<file path="config.mk">
export PLATFORM = sky130hd
export DESIGN_NAME = reg_writeback_unit
export DESIGN_NICKNAME = d
export VERILOG_FILES = /design/src/rtl/wb_defs_pkg.sv /design/src/rtl/wb_fifo.sv /design/src/rtl/reg_writeback_unit.sv
export SDC_FILE = /design/constraint.sdc
export NUM_CORES = 1
export LEC_CHECK = 0
export CAP_MARGIN = 15
export CORE_ASPECT_RATIO = 0.6
export CORE_MARGIN = 2
export CORE_UTILIZATION = 30
export CTS_BUF_LIST = sky130_fd_sc_hd__clkbuf_8
export DETAILED_ROUTE_END_ITERATION = 8
export GPL_ROUTABILITY_DRIVEN = 0
export PLACE_DENSITY_LB_ADDON = 0.3
export SLEW_MARGIN = 20
export SYNTH_ARGS = -nofsm -noshare
export SYNTH_HDL_FRONTEND = slang
export SYNTH_SLANG_ARGS = --single-unit
</file>
<file path="constraint.sdc">
create_clock -name clk -period 4.1 [get_ports clk]
set_clock_uncertainty 0.05 [all_clocks]
set_input_delay 0.615 -clock clk [delete_from_list [all_inputs] [get_ports clk]]
set_output_delay 0.615 -clock clk [all_outputs]
set_load 0.01 [all_outputs]
</file>
<file path="src/rtl/wb_defs_pkg.sv">
// ============================================================================
// Module      : wb_defs_pkg
// Description : Shared widths for the register write-back path. A queued
//               entry is laid out as {reg, data}: register index in the high
//               bits, write data in the low bits.
// Revision    : 1.0 - initial release
// ============================================================================
`default_nettype none

package wb_defs_pkg;
    localparam int WB_DATA_W   = 16;
    localparam int WB_ADDR_W   = 4;
    localparam int WB_NUM_REGS = 1 << WB_ADDR_W;
    localparam int WB_DEPTH    = 4;
    localparam int WB_ENTRY_W  = WB_ADDR_W + WB_DATA_W;
endpackage

`default_nettype wire

</file>
<file path="src/rtl/wb_fifo.sv">
// ============================================================================
// Module      : wb_fifo
// Description : In-order FIFO of {reg, data} entries. Wrap-around index
//               pointers plus an occupancy counter. Every slot's register
//               field and valid bit are exported so the parent can build
//               a hazard mask.
// Revision    : 1.0 - initial release
// ============================================================================
`default_nettype none

module wb_fifo #(
    parameter int DATA_W = wb_defs_pkg::WB_DATA_W,
    parameter int ADDR_W = wb_defs_pkg::WB_ADDR_W,
    parameter int DEPTH  = wb_defs_pkg::WB_DEPTH
) (
    input  logic                     clk,
    input  logic                     rst,
    input  logic                     push,
    input  logic [ADDR_W-1:0]        push_reg,
    input  logic [DATA_W-1:0]        push_data,
    input  logic                     pop,
    output logic [ADDR_W-1:0]        head_reg,
    output logic [DATA_W-1:0]        head_data,
    output logic [DEPTH*ADDR_W-1:0]  entry_regs,
    output logic [DEPTH-1:0]         entry_valid,
    output logic [$clog2(DEPTH):0]   count,
    output logic                     full,
    output logic                     empty
);
    localparam int PTR_W   = $clog2(DEPTH);
    localparam int ENTRY_W = ADDR_W + DATA_W;

    logic [ENTRY_W-1:0] mem_q [DEPTH];
    logic [ENTRY_W-1:0] mem_d [DEPTH];
    logic [PTR_W-1:0]   head_q, head_d;
    logic [PTR_W-1:0]   tail_q, tail_d;
    logic [PTR_W:0]     count_q, count_d;
    logic               push_ok, pop_ok;

    assign full    = (count_q == (PTR_W+1)'(DEPTH));
    assign empty   = (count_q == '0);
    assign count   = count_q;
    assign push_ok = push && !full;
    assign pop_ok  = pop && !empty;

    assign head_reg  = mem_q[head_q][ENTRY_W-1:DATA_W];
    assign head_data = mem_q[head_q][DATA_W-1:0];

    // A slot is live when its distance from the head is below the occupancy.
    generate
        for (genvar i = 0; i < DEPTH; i++) begin : g_entry
            logic [PTR_W-1:0] offset;
            assign offset = PTR_W'(i) - head_q;
            assign entry_valid[i] = ({1'b0, offset} < count_q);
            assign entry_regs[i*ADDR_W +: ADDR_W] = mem_q[i][ENTRY_W-1:DATA_W];
        end
    endgenerate

    // Next-state: write at tail, advance head on pop, track occupancy.
    always_comb begin
        mem_d   = mem_q;
        head_d  = head_q;
        tail_d  = tail_q;
        count_d = count_q;
        if (push_ok) begin
            mem_d[tail_q] = {push_reg, push_data};
            tail_d        = tail_q + 1'b1;
        end
        if (pop_ok) begin
            head_d = head_q + 1'b1;
        end
        case ({push_ok, pop_ok})
            2'b10:   count_d = count_q + 1'b1;
            2'b01:   count_d = count_q - 1'b1;
            default: count_d = count_q;
        endcase
    end

    // Storage and pointer registers; reset discards everything queued.
    always_ff @(posedge clk or posedge rst) begin
        if (rst) begin
            for (int i = 0; i < DEPTH; i++) begin
                mem_q[i] <= '0;
            end
            head_q  <= '0;
            tail_q  <= '0;
            count_q <= '0;
        end else begin
            mem_q   <= mem_d;
            head_q  <= head_d;
            tail_q  <= tail_d;
            count_q <= count_d;
        end
    end
endmodule

`default_nettype wire

</file>
<file path="src/rtl/reg_writeback_unit.sv">
// ============================================================================
// Module      : reg_writeback_unit
// Description : Write-side initiator for the register bank. Arbitrates the
//               load and ALU result streams (load first), queues them in
//               order and drains one registered bank write per clock.
//               Publishes a pending-write mask for hazard stalls.
// Revision    : 1.0 - initial release
// ============================================================================
`default_nettype none

module reg_writeback_unit #(
    parameter int DATA_W = wb_defs_pkg::WB_DATA_W,
    parameter int ADDR_W = wb_defs_pkg::WB_ADDR_W,
    parameter int DEPTH  = wb_defs_pkg::WB_DEPTH
) (
    input  logic                      clk,
    input  logic                      rst,
    input  logic                      alu_valid,
    output logic                      alu_ready,
    input  logic [ADDR_W-1:0]         alu_reg,
    input  logic [DATA_W-1:0]         alu_data,
    input  logic                      mem_valid,
    output logic                      mem_ready,
    input  logic [ADDR_W-1:0]         mem_reg,
    input  logic [DATA_W-1:0]         mem_data,
    output logic [ADDR_W-1:0]         regC,
    output logic [DATA_W-1:0]         dado,
    output logic                      RW,
    output logic [(1<<ADDR_W)-1:0]    pend_mask,
    output logic [$clog2(DEPTH):0]    count,
    output logic                      full
);
    import wb_defs_pkg::*;

    logic                    fifo_push, fifo_empty;
    logic [ADDR_W-1:0]       push_reg, head_reg;
    logic [DATA_W-1:0]       push_data, head_data;
    logic [DEPTH*ADDR_W-1:0] entry_regs;
    logic [DEPTH-1:0]        entry_valid;

    logic [ADDR_W-1:0]       regc_q, regc_d;
    logic [DATA_W-1:0]       dado_q, dado_d;
    logic                    rw_q, rw_d;

    // Fixed-priority arbiter: a pending load always wins over the ALU.
    always_comb begin
        mem_ready = !full;
        alu_ready = !full && !mem_valid;
        fifo_push = (mem_valid || alu_valid) && !full;
        push_reg  = mem_valid ? mem_reg  : alu_reg;
        push_data = mem_valid ? mem_data : alu_data;
    end

    wb_fifo #(
        .DATA_W (DATA_W),
        .ADDR_W (ADDR_W),
        .DEPTH  (DEPTH)
    ) u_fifo (
        .clk         (clk),
        .rst         (rst),
        .push        (fifo_push),
        .push_reg    (push_reg),
        .push_data   (push_data),
        .pop         (!fifo_empty),
        .head_reg    (head_reg),
        .head_data   (head_data),
        .entry_regs  (entry_regs),
        .entry_valid (entry_valid),
        .count       (count),
        .full        (full),
        .empty       (fifo_empty)
    );

    // Drain stage: present the head for one cycle; hold index/data when idle.
    always_comb begin
        rw_d   = !fifo_empty;
        regc_d = fifo_empty ? regc_q : head_reg;
        dado_d = fifo_empty ? dado_q : head_data;
    end

    // Bank port registers; async reset keeps RW low while rst is high.
    always_ff @(posedge clk or posedge rst) begin
        if (rst) begin
            rw_q   <= 1'b0;
            regc_q <= '0;
            dado_q <= '0;
        end else begin
            rw_q   <= rw_d;
            regc_q <= regc_d;
            dado_q <= dado_d;
        end
    end

    assign RW   = rw_q;
    assign regC = regc_q;
    assign dado = dado_q;

    // Hazard mask: every queued destination plus the write now on the port.
    always_comb begin
        pend_mask = '0;
        for (int i = 0; i < DEPTH; i++) begin
            if (entry_valid[i]) begin
                pend_mask[entry_regs[i*ADDR_W +: ADDR_W]] = 1'b1;
            end
        end
        if (rw_q) begin
            pend_mask[regc_q] = 1'b1;
        end
    end
endmodule

`default_nettype wire

</file>
==> summary.txt, run 1 <==
Run
  • Max-cap viol count: 0

Global routing
  • Total congestion overflow: 0
  • Overall Global Routing Usage: 15.52%
  • Pin count of the biggest net entering global routing: 66
  • Number of global-route vias before repair: 4,453
  • Initial antenna violation count: 1
  • Wire length of the first global-routing pass: 24,470 um

Placement
  • Place WS: 0.6744 ns
  • Port buffer count: 86
  • HPWL reported at the end of detailed placement: 11,050 um
  • Placement Cell Area: 6822 um^2

CTS
  • CTS Root Cell: clkbuf_8
  • Number of buffers inserted for hold repair after clock tree synthesis: 0
  • Buffers from clock root to sink, at most: 2
  • TritonCTS Buffers: 9
  • TritonCTS clock tree: done
  • Post-CTS repair timing setup buffer count: 0
  • Insertion delay of the later-clocked pin in the worst-skew pair: 0.36 ns
  • Post-cts sizing count: 0
  • Sink count of the clock tree: 108
  • H-Tree Level Count: 3
  • Clock-pin slew on the worst setup and hold paths: 0.09 ns

Finish
  • Ratio of cells with drive above 1 in the final layout: 12.68%
  • Highest-count cells in the layout ignoring fill and taps: 107 x dfrtp_1, 96 x nand2_1, 85 x clkdlybuf4s50_1, 76 x o21ai_0, 28 x nor2_1
  • Layout overhead on the synthesized area: 20.61%
  • Area of all placed cells without fillers: 7044 um^2
  • Number of nets at the end of the flow: 681
  • Most common library cell in the layout ignoring fill and taps: dfrtp_1
  • Total area of multi-input combinational cells: 2849 um^2
  • Fillers: 1,915
  • Sequential cell area in the final layout: 2704 um^2

Power
  • Power per cell area: 838.2 nW/um^2
  • Total Power: 5.904 mW
  • Peak supply drop: 0.2748 mV
  • Leak: 2.951 nW

Synthesis
  • Top flip-flop cell by instance count after synthesis: dfrtp_1
  • Synthesized area: 5841 um^2
  • Sequential cell area fraction in the yosys report: 46.27%
  • Share of flip-flops with an asynchronous set or reset after synthesis: 100.0%
  • Number of cells produced by synthesis: 566
  • Synthesized area divided by synthesized cell count: 10.32 um^2
  • Syn_nets: 619
  • Post-synth EDFFs: 0
  • Flip-flop and latch count after synthesis: 108
  • Count of synthesis-stage warnings from yosys: 0
  • Number of distinct library cells after synthesis: 55

Critical path
  • Critical-path cell with the highest stage delay: o21ai_1
  • Max stage delay on crit path: 0.61 ns
  • Setup slack of the most critical reg-to-reg path: 1.62 ns
  • Chain of cells forming the critical path: inv_1 > ha_1 > a21boi_0 > o21ai_1 > nand3_1 > nand4_1 > clkdlybuf4s50_1
  • Startpoint type of the worst setup path: flip-flop
  • Arrival time of the worst setup path: 3.18 ns
  • Critical Path RT: 3.43 ns
  • Category of the critical setup timing path: reg2out
  • Max Fanout on Critical Path: 8
  • Worst setup EP type: output pin

Floorplan
  • Effective utilization at floorplan: 30.69%
  • I/O pins: 87
  • Core Footprint: 19,030 um^2
  • Overall die area: 20,640 um^2
  • Overall die height: 112.1 um
  • Std cell rows: 39
  • Horizontal extent of the die: 184.1 um

STA
  • Final setup violating endpoints: 0
  • RSZ-0062 raised after global routing: false
  • Final number of max-transition violations: 0
  • Post-layout worst setup margin: 0.2577 ns
  • Period utilization: 93.71%
  • Slew Limit Headroom: 44.51%
  • Tmin final: 3.842 ns
  • Setup tns final: 0 ns
  • Fmax: 260.3 MHz
  • Count of final hold-check violations: 0
  • Worst-margin pin slew: 0.8313 ns

Detailed routing
  • Total number of vias: 4,653
  • Pre-Repair DR Iteration Count: 6
  • Initial detailed-routing violation count: 305
  • Number of nets with antenna violations after detailed routing: 0
  • Detail-routed via count per cell: 5.300
  • Detailed Route WL: 15,650 um
  • Routed len/inst: 17.83 um
  • Post-detailed-route DRC marker count: 0

Hold path
  • Class of the tightest hold or removal check: reg2reg

Outcome
  • Status: complete, no violations
## area by class of cell
class	count	share of cell area (%)
Multi-Input combinational cell	404	40.44
Tap cell	246	4.369
Clock buffer	11	2.149
Antenna cell	1	0.03552
Clock inverter	3	0.9769
Sequential cell	108	38.38
Timing Repair Buffer	91	12.86
Inverter	14	0.7815
## sequential cells by signal, indices dropped and copies added (netlist names)
register,count
regC,4
dado,16
u_fifo.entry_regs,16
u_fifo.tail_q,2
u_fifo.count,3
RW,1
u_fifo.mem_q,64
u_fifo.head_q,2
## routing by layer
layer,track usage (%),routed length [um],vias to the layer above
met5,0,0,-
met2,21.61,6490,200
li1,-,-,2136
met3,4.153,1312,17
met1,23.71,7713,2300
met4,3.947,138,0
## critical path, delay by kind of cell (launching register included)
family / cells / cell delay (ns)
buffers and inverters: 2 / 0.77
and+or+nand+nor: 2 / 0.37
adders and majority gates: 1 / 0.40
DFF: 1 / 0.52
AOI/OAI and AO/OA: 2 / 0.76
## cells by family after synthesis
family	synth area share, %
flops	46.27
xor+xnor	0.5998
fa+ha+maj	2.057
buf+inv	5.056
simple gates	17.48
mux	15.00
compound gates	13.54
## power breakdown
part	internal (mW)	total, mW	switching (mW)	leakage, nW
Combinational	1.48	3.05	1.57	1.50
Clock	0.374	0.724	0.351	0.112
Sequential	1.58	2.13	0.552	1.34
Total	3.43	5.90	2.47	2.95
## final timing paths
check	startpoint	end	depth (start not counted)
max	u_fifo.count[1]$_DFFE_PP0P_	pend_mask[10]	7
max reg2reg	u_fifo.count[2]$_DFFE_PP0P_	u_fifo.count[2]$_DFFE_PP0P_	7
min in group asynchronous	rst	dado[10]$_DFFE_PP0N_	2
min reg2reg	u_fifo.mem_q[69]$_DFFE_PP0P_	u_fifo.mem_q[69]$_DFFE_PP0P_	2
max in group asynchronous	rst	dado[8]$_DFFE_PP0N_	3
min	u_fifo.mem_q[69]$_DFFE_PP0P_	u_fifo.mem_q[69]$_DFFE_PP0P_	2
## through the flow
stage,std cells,hold WS (ns),utilization (%)
floorplan,566,0.3946,-
global placement,863,0.4059,35.84
detailed placement,863,0.4179,35.84
CTS,877,0.4405,37.00
global route,877,0.4656,37.00
finish,878,0.4363,37.02
## synth_stat cells (2+ instances only)
master | n | share of area, %
dfrtp_1 | 108 | 46
nand2_1 | 96 | 6.2
o21ai_0 | 76 | 6.5
nor2_1 | 28 | 1.8
nand3_1 | 22 | 1.9
mux2_2 | 20 | 3.9
mux2i_1 | 20 | 3.4
mux4_2 | 20 | 7.7
buf_2 | 15 | 1.3
inv_1 | 14 | 0.90
nand4_1 | 13 | 1.4
a21oi_1 | 12 | 1.0
buf_4 | 11 | 1.4
nor2b_1 | 9 | 0.96
ha_1 | 8 | 1.7
o21ai_1 | 8 | 0.69
clkbuf_1 | 7 | 0.45
nor3_1 | 7 | 0.60
a31oi_1 | 5 | 0.54
nand2b_1 | 5 | 0.54
a22oi_1 | 4 | 0.51
buf_6 | 4 | 0.77
nand3_2 | 4 | 0.69
xnor2_1 | 4 | 0.60
a2111oi_4 | 3 | 1.4
nand3b_1 | 3 | 0.39
nor3b_1 | 3 | 0.39
a2111oi_2 | 2 | 0.51
a211oi_2 | 2 | 0.43
a221oi_1 | 2 | 0.30
and2b_1 | 2 | 0.26
and3_1 | 2 | 0.21
and3b_1 | 2 | 0.30
clkbuf_2 | 2 | 0.17
nand4b_1 | 2 | 0.30
nor4_1 | 2 | 0.21
No activity file was read; power rests on OpenSTA's default activity.
==> run 2: changes to the inputs <==
--- a/config.mk
+++ b/config.mk
@@ -7,7 +7,7 @@
 export LEC_CHECK = 0
 export CAP_MARGIN = 15
 export CORE_ASPECT_RATIO = 0.6
-export CORE_MARGIN = 2
+export CORE_MARGIN = 1.5
 export CORE_UTILIZATION = 30
 export CTS_BUF_LIST = sky130_fd_sc_hd__clkbuf_8
 export DETAILED_ROUTE_END_ITERATION = 8
==> summary.txt, run 2 (synthesis gave the netlist of run 1 again) <==
Outcome
  • Status: complete, no violations

CTS
  • Insertion delay of the later-clocked pin in the worst-skew pair: 0.36 ns (about the same)
  • Post-cts sizing count: 0 (unchanged)
  • H-Tree Level Count: 3 (unchanged)
  • Post-CTS repair timing setup buffer count: 0 (unchanged)
  • Clock-pin slew on the worst setup and hold paths: 0.09 ns (about the same)
  • TritonCTS Buffers: 9 (unchanged)
  • CTS Root Cell: clkbuf_8
  • Buffers from clock root to sink, at most: 2 (unchanged)
  • Sink count of the clock tree: 108 (unchanged)
  • TritonCTS clock tree: done
  • Number of buffers inserted for hold repair after clock tree synthesis: 0 (unchanged)

Placement
  • Placement Cell Area: 6822 um^2 (unchanged)
  • Total instance count after detailed placement: 863 (unchanged)
  • HPWL reported at the end of detailed placement: 11,160 um (+1.0%)
  • Port buffer count: 86 (unchanged)
  • Place WS: 0.7154 ns (+0.04100 ns)

Finish
  • Final cell count without fillers: 879 (+0.11%)
  • Ratio of cells with drive above 1 in the final layout: 12.64% (-0.040 points)
  • Number of nets at the end of the flow: 681 (unchanged)
  • Number of inserted diodes: 0 (-1)
  • Register with the most flip-flops: u_fifo.mem_q
  • Layout overhead on the synthesized area: 20.09%
  • Highest-count cells in the layout ignoring fill and taps: 107 x dfrtp_1, 96 x nand2_1, 85 x clkdlybuf4s50_1, 76 x o21ai_0, 28 x nor2_1
  • Fillers: 1,893 (-1.1%)
  • Number of flip-flops under the largest register name: 64 (unchanged)
  • Most common library cell in the layout ignoring fill and taps: dfrtp_1
  • Area of all placed cells without fillers: 7014 um^2 (-0.43%)
  • Post-route core utilization: 36.86% (-0.16 points)

Power
  • Leak: 2.939 nW (-0.41%)
  • Sw Pwr: 2.490 mW (+0.85%)
  • Clock network fraction of total power: 11.0% (-1.3 points)
  • Total Power: 5.832 mW (-1.2%)
  • Relative contribution of combinational cells to total power: 52.6% (+0.9 points)
  • Sw frac: 42.70% (+0.87 points)
  • Internal power: 3.342 mW (-2.7%)
  • Part of the power in registers: 36.5% (+0.4 points)
  • Power per cell area: 831.5 nW/um^2 (-0.79%)
  • Peak supply drop: 0.2292 mV (-17%)

Global routing
  • Number of global-route vias before repair: 4,611 (+3.5%)
  • Total congestion overflow: 0 (unchanged)
  • Overall Global Routing Usage: 15.73% (+0.20 points)
  • Wire length of the first global-routing pass: 24,900 um (+1.8%)
  • Pin count of the biggest net entering global routing: 66 (unchanged)
  • Initial antenna violation count: 0 (-1)

STA
  • Count of final hold-check violations: 0 (unchanged)
  • Final setup violating endpoints: 0 (unchanged)
  • Final number of max-transition violations: 0 (unchanged)
  • Tmin final: 3.771 ns (-0.07131 ns)
  • Worst-margin pin slew: 0.8283 ns (-0.002995 ns)
  • Slew Limit Headroom: 44.71% (+0.20 points)
  • Fmax: 265.2 MHz (+1.9%)
  • Period utilization: 91.98% (-1.7 points)
  • Setup tns final: 0 ns (unchanged)
  • Post-layout worst setup margin: 0.3290 ns (+0.07131 ns)
  • RSZ-0062 raised after global routing: false
  • Hold Worst Slack: 0.4348 ns (-0.001485 ns)

Hold path
  • Class of the tightest hold or removal check: reg2reg

Floorplan
  • Core Footprint: 19,030 um^2 (unchanged)
  • Effective utilization at floorplan: 30.69% (unchanged)
  • Horizontal extent of the die: 183.1 um (-0.54%)
  • Std cell rows: 39 (unchanged)
  • Overall die area: 20,340 um^2 (-1.4%)
  • Overall die height: 111.1 um (-0.89%)
  • I/O pins: 87 (unchanged)

Detailed routing
  • Initial detailed-routing violation count: 345 (+13%)
  • Pre-Repair DR Iteration Count: 6 (unchanged)
  • Detail-routed via count per cell: 5.372 (+1.4%)
  • Total number of vias: 4,722 (+1.5%)
  • Routed len/inst: 17.94 um (+0.61%)
  • Number of nets with antenna violations after detailed routing: 0 (unchanged)
  • Detailed Route WL: 15,770 um (+0.73%)
  • Post-detailed-route DRC marker count: 0 (unchanged)

Critical path
  • Critical Path RT: 3.43 ns (about the same)
  • Category of the critical setup timing path: reg2out
  • Max Fanout on Critical Path: 8 (unchanged)
  • Arrival time of the worst setup path: 3.11 ns (-0.07 ns)
  • Startpoint type of the worst setup path: flip-flop
  • Worst setup EP type: output pin

Run
  • Max-cap viol count: 0 (unchanged)
==> run 2: changes by cell type in the layout (fill, tap and decap cells not counted) <==
cell        previous run  this run
bufinv_16              2         1
clkbuf_8              11         9
clkinv_2               0         1
clkinvlp_4             0         2
diode_2                1         0
inv_1                 13        15
inv_6                  1         0
inv_8                  0         1
==> run 2: layout make-up <==
type,count,area [um^2],share of cell area [%]
inverters,14,55.05,0.7849
flip-flops and latches,108,2704,38.55
multi-input cells,404,2849,40.62
clock buffers,9,123.9,1.766
well taps,246,307.8,4.388
clock inverters,7,68.82,0.9811
repair buffers,91,905.9,12.91
==> run 2: power groups by stage <==
stage	Combinational (mW)	Clock (mW)	Sequential, mW
floorplan	2.18	0	1.91
global placement	2.98	0	2.09
detailed placement	3.06	0	2.13
CTS	3.07	0.665	2.11
global route	3.35	0.703	2.19
finish	3.07	0.640	2.13
==> run 2: critical path, cell delays in order, from the launching register on <==
cell             delay (ns)
dfrtp_1                0.53
inv_1                  0.19
ha_1                   0.40
a21boi_0               0.15
o21ai_1                0.63
a31oi_1                0.20
nand3_1                0.13
clkdlybuf4s50_1        0.54
==> run 2: final timing paths <==
path                                             start                           end  slack (ns)  depth (start not counted)
max in group asynchronous                          rst  u_fifo.mem_q[23]$_DFFE_PP0P_        2.54                          3
hold reg to reg            u_fifo.mem_q[3]$_DFFE_PP0P_   u_fifo.mem_q[3]$_DFFE_PP0P_        0.43                          2
setup reg to reg           u_fifo.count[2]$_DFFE_PP0P_   u_fifo.count[2]$_DFFE_PP0P_        1.64                          7
min in group asynchronous                          rst          dado[10]$_DFFE_PP0N_        0.71                          2
hold / removal             u_fifo.mem_q[3]$_DFFE_PP0P_   u_fifo.mem_q[3]$_DFFE_PP0P_        0.43                          2
setup / recovery           u_fifo.count[1]$_DFFE_PP0P_                  pend_mask[9]        0.33                          7
==> run 2: layer usage <==
layer | routed length (um) | track usage [%] | share of wire [%] | up-vias
met3 | 1259 | 4.632 | 8.0 | 19
met2 | 6826 | 23.17 | 43 | 214
met4 | 105 | 2.459 | 0.67 | 0
met5 | 0 | 0 | 0 | -
li1 | - | - | - | 2148
met1 | 7577 | 23.08 | 48 | 2341
==> run 3: changes to the inputs <==
--- a/config.mk
+++ b/config.mk
@@ -7,12 +7,13 @@
 export LEC_CHECK = 0
 export CAP_MARGIN = 15
 export CORE_ASPECT_RATIO = 0.6
-export CORE_MARGIN = 1.5
+export CORE_MARGIN = 8
 export CORE_UTILIZATION = 30
 export CTS_BUF_LIST = sky130_fd_sc_hd__clkbuf_8
 export DETAILED_ROUTE_END_ITERATION = 8
 export GPL_ROUTABILITY_DRIVEN = 0
 export PLACE_DENSITY_LB_ADDON = 0.3
+export REMOVE_ABC_BUFFERS = 1
 export SLEW_MARGIN = 20
 export SYNTH_ARGS = -nofsm -noshare
 export SYNTH_HDL_FRONTEND = slang
==> summary.txt, run 3 (synthesis gave the netlist of run 1 again) <==
Global routing
  • Total congestion overflow: 0 (unchanged)
  • Wire length of the first global-routing pass: 25,790 um (+3.5%)
  • Number of global-route vias before repair: 4,604 (-0.15%)
  • Initial antenna violation count: 0 (unchanged)
  • Pin count of the biggest net entering global routing: 67 (+1.5%)
  • Overall Global Routing Usage: 13.40% (-2.3 points)

Floorplan
  • Effective utilization at floorplan: 30.69% (unchanged)
  • Core Footprint: 19,030 um^2 (unchanged)
  • Horizontal extent of the die: 196.1 um (+7.1%)
  • Overall die height: 124.1 um (+12%)
  • Overall die area: 24,340 um^2 (+20%)
  • Std cell rows: 39 (unchanged)
  • I/O pins: 87 (unchanged)

CTS
  • TritonCTS clock tree: done
  • Buffers from clock root to sink, at most: 2 (unchanged)
  • CTS Root Cell: clkbuf_8
  • Number of buffers inserted for hold repair after clock tree synthesis: 0 (unchanged)
  • Insertion delay of the later-clocked pin in the worst-skew pair: 0.37 ns (about the same)
  • Clock-pin slew on the worst setup and hold paths: 0.10 ns (about the same)
  • Sink count of the clock tree: 108 (unchanged)
  • Post-CTS repair timing setup buffer count: 0 (unchanged)
  • Post-cts sizing count: 0 (unchanged)
  • TritonCTS Buffers: 9 (unchanged)
  • H-Tree Level Count: 3 (unchanged)

Outcome
  • Status: complete, no violations

STA
  • RSZ-0062 raised after global routing: false
  • Post-layout worst setup margin: 0.2246 ns (-0.1044 ns)
  • Fmax: 258.0 MHz (-2.7%)
  • Setup tns final: 0 ns (unchanged)
  • Worst-margin pin slew: 0.8465 ns (+0.01819 ns)
  • Final number of max-transition violations: 0 (unchanged)
  • Slew Limit Headroom: 43.57% (-1.1 points)
  • Period utilization: 94.52% (+2.5 points)
  • Final setup violating endpoints: 0 (unchanged)
  • Count of final hold-check violations: 0 (unchanged)
  • Tmin final: 3.875 ns (+0.1044 ns)

Finish
  • Number of nets at the end of the flow: 681 (unchanged)
  • Layout overhead on the synthesized area: 20.05% (about the same)
  • Ratio of cells with drive above 1 in the final layout: 12.95% (+0.32 points)
  • Number of inserted diodes: 0 (unchanged)
  • Most common library cell in the layout ignoring fill and taps: dfrtp_1
  • Highest-count cells in the layout ignoring fill and taps: 107 x dfrtp_1, 96 x nand2_1, 85 x clkdlybuf4s50_1, 76 x o21ai_0, 28 x nor2_1
  • Register with the most flip-flops: u_fifo.mem_q
  • Fillers: 1,887 (-0.32%)
  • Number of flip-flops under the largest register name: 64 (unchanged)

Critical path
  • Startpoint type of the worst setup path: flip-flop
  • Worst setup EP type: output pin
  • Arrival time of the worst setup path: 3.21 ns (+0.10 ns)
  • Critical Path RT: 3.43 ns (about the same)
  • Category of the critical setup timing path: reg2out
  • Max Fanout on Critical Path: 8 (unchanged)

Power
  • Sw Pwr: 2.466 mW (-1.0%)
  • Leak: 2.938 nW (about the same)
  • Part of the power in registers: 36.1% (-0.4 points)
  • Sw frac: 42.45% (-0.26 points)
  • Peak supply drop: 0.2404 mV (+4.9%)
  • Relative contribution of combinational cells to total power: 52.8% (+0.2 points)
  • Power per cell area: 828.5 nW/um^2 (-0.37%)
  • Clock network fraction of total power: 11.1% (about the same)
  • Internal power: 3.343 mW (about the same)

Detailed routing
  • M1 WL: 7745 um (+2.2%)
  • Routed len/inst: 18.19 um (+1.4%)
  • Number of nets with antenna violations after detailed routing: 0 (unchanged)
  • Initial detailed-routing violation count: 568 (+65%)
  • Detail-routed via count per cell: 5.208 (-3.0%)
  • Length of routed met3 wiring: 1426 um (+13%)
  • Detailed Route WL: 15,990 um (+1.4%)
  • Highest Signal Layer: met4
  • Met2 wire length: 6713 um (-1.7%)
  • Total number of vias: 4,578 (-3.0%)
  • Post-detailed-route DRC marker count: 0 (unchanged)
  • Pre-Repair DR Iteration Count: 6 (unchanged)

Placement
  • Place WS: 0.7221 ns (+0.006615 ns)
  • Port buffer count: 86 (unchanged)
  • HPWL reported at the end of detailed placement: 11,550 um (+3.6%)

Run
  • Max-cap viol count: 0 (unchanged)

Hold path
  • Class of the tightest hold or removal check: reg2reg
-- run 3: path summary, 6_finish.rpt --
| check | from | endpoint | slack, ns | cells past startpoint |
|---|---|---|---|---|
| worst max-delay path | u_fifo.count[1]$_DFFE_PP0P_ | pend_mask[11] | 0.22 | 7 |
| worst min-delay path | u_fifo.mem_q[7]$_DFFE_PP0P_ | u_fifo.mem_q[7]$_DFFE_PP0P_ | 0.43 | 2 |
| worst max register to register | u_fifo.count[2]$_DFFE_PP0P_ | u_fifo.count[2]$_DFFE_PP0P_ | 1.63 | 7 |
| worst min register to register | u_fifo.mem_q[7]$_DFFE_PP0P_ | u_fifo.mem_q[7]$_DFFE_PP0P_ | 0.43 | 2 |
| max in group asynchronous | rst | u_fifo.mem_q[7]$_DFFE_PP0P_ | 2.54 | 3 |
| min in group asynchronous | rst | dado[13]$_DFFE_PP0N_ | 0.72 | 2 |
-- run 3: layout make-up --
class / instances / area, um^2 / area share (%)
well taps: 246 / 307.8 / 4.390
repair buffers: 91 / 905.9 / 12.92
flip-flops and latches: 108 / 2704 / 38.56
clock inverters: 7 / 66.31 / 0.9458
multi-input cells: 404 / 2849 / 40.63
inverters: 14 / 55.05 / 0.7852
clock buffers: 9 / 123.9 / 1.767
-- run 3: layer usage --
layer  track usage [%]  vias up
li1                  -     2140
met1             18.93     2232
met2             19.76      192
met3             4.749       14
met4             2.310        0
met5                 0        -
-- run 3: critical path: stages (launching register included) --
cell and delay [ns]:
dfrtp_1 0.53, inv_1 0.20, ha_1 0.39, a21boi_0 0.15, o21ai_1 0.56, a31oi_1 0.29, nand4_1 0.17, clkdlybuf4s50_1 0.55
-- run 3: power by group through the flow --
stage,registers [mW],clock network (mW),logic [mW]
after global placement,2.07,0,3.00
after global routing,2.18,0.709,3.38
after detailed placement,2.11,0,3.06
final,2.10,0.646,3.07
after CTS,2.09,0.668,3.07
after floorplan,2.06,0,1.85
-- run 3: per-stage QoR --
| step | instances | hold slack [ns] | power, mW | cell area (um^2) | utilization (%) |
|---|---|---|---|---|---|
| 2_1_floorplan | 526 | 0.3946 | 3.909 | 5598 | - |
| 3_3_place_gp | 863 | 0.4066 | 5.067 | 6822 | 35.84 |
| 3_5_place_dp | 863 | 0.4162 | 5.177 | 6822 | 35.84 |
| 4_1_cts | 879 | 0.4383 | 5.832 | 7012 | 36.84 |
| 5_1_grt | 879 | 0.4596 | 6.264 | 7012 | 36.84 |
| 6_report | 879 | 0.4345 | 5.809 | 7012 | 36.84 |
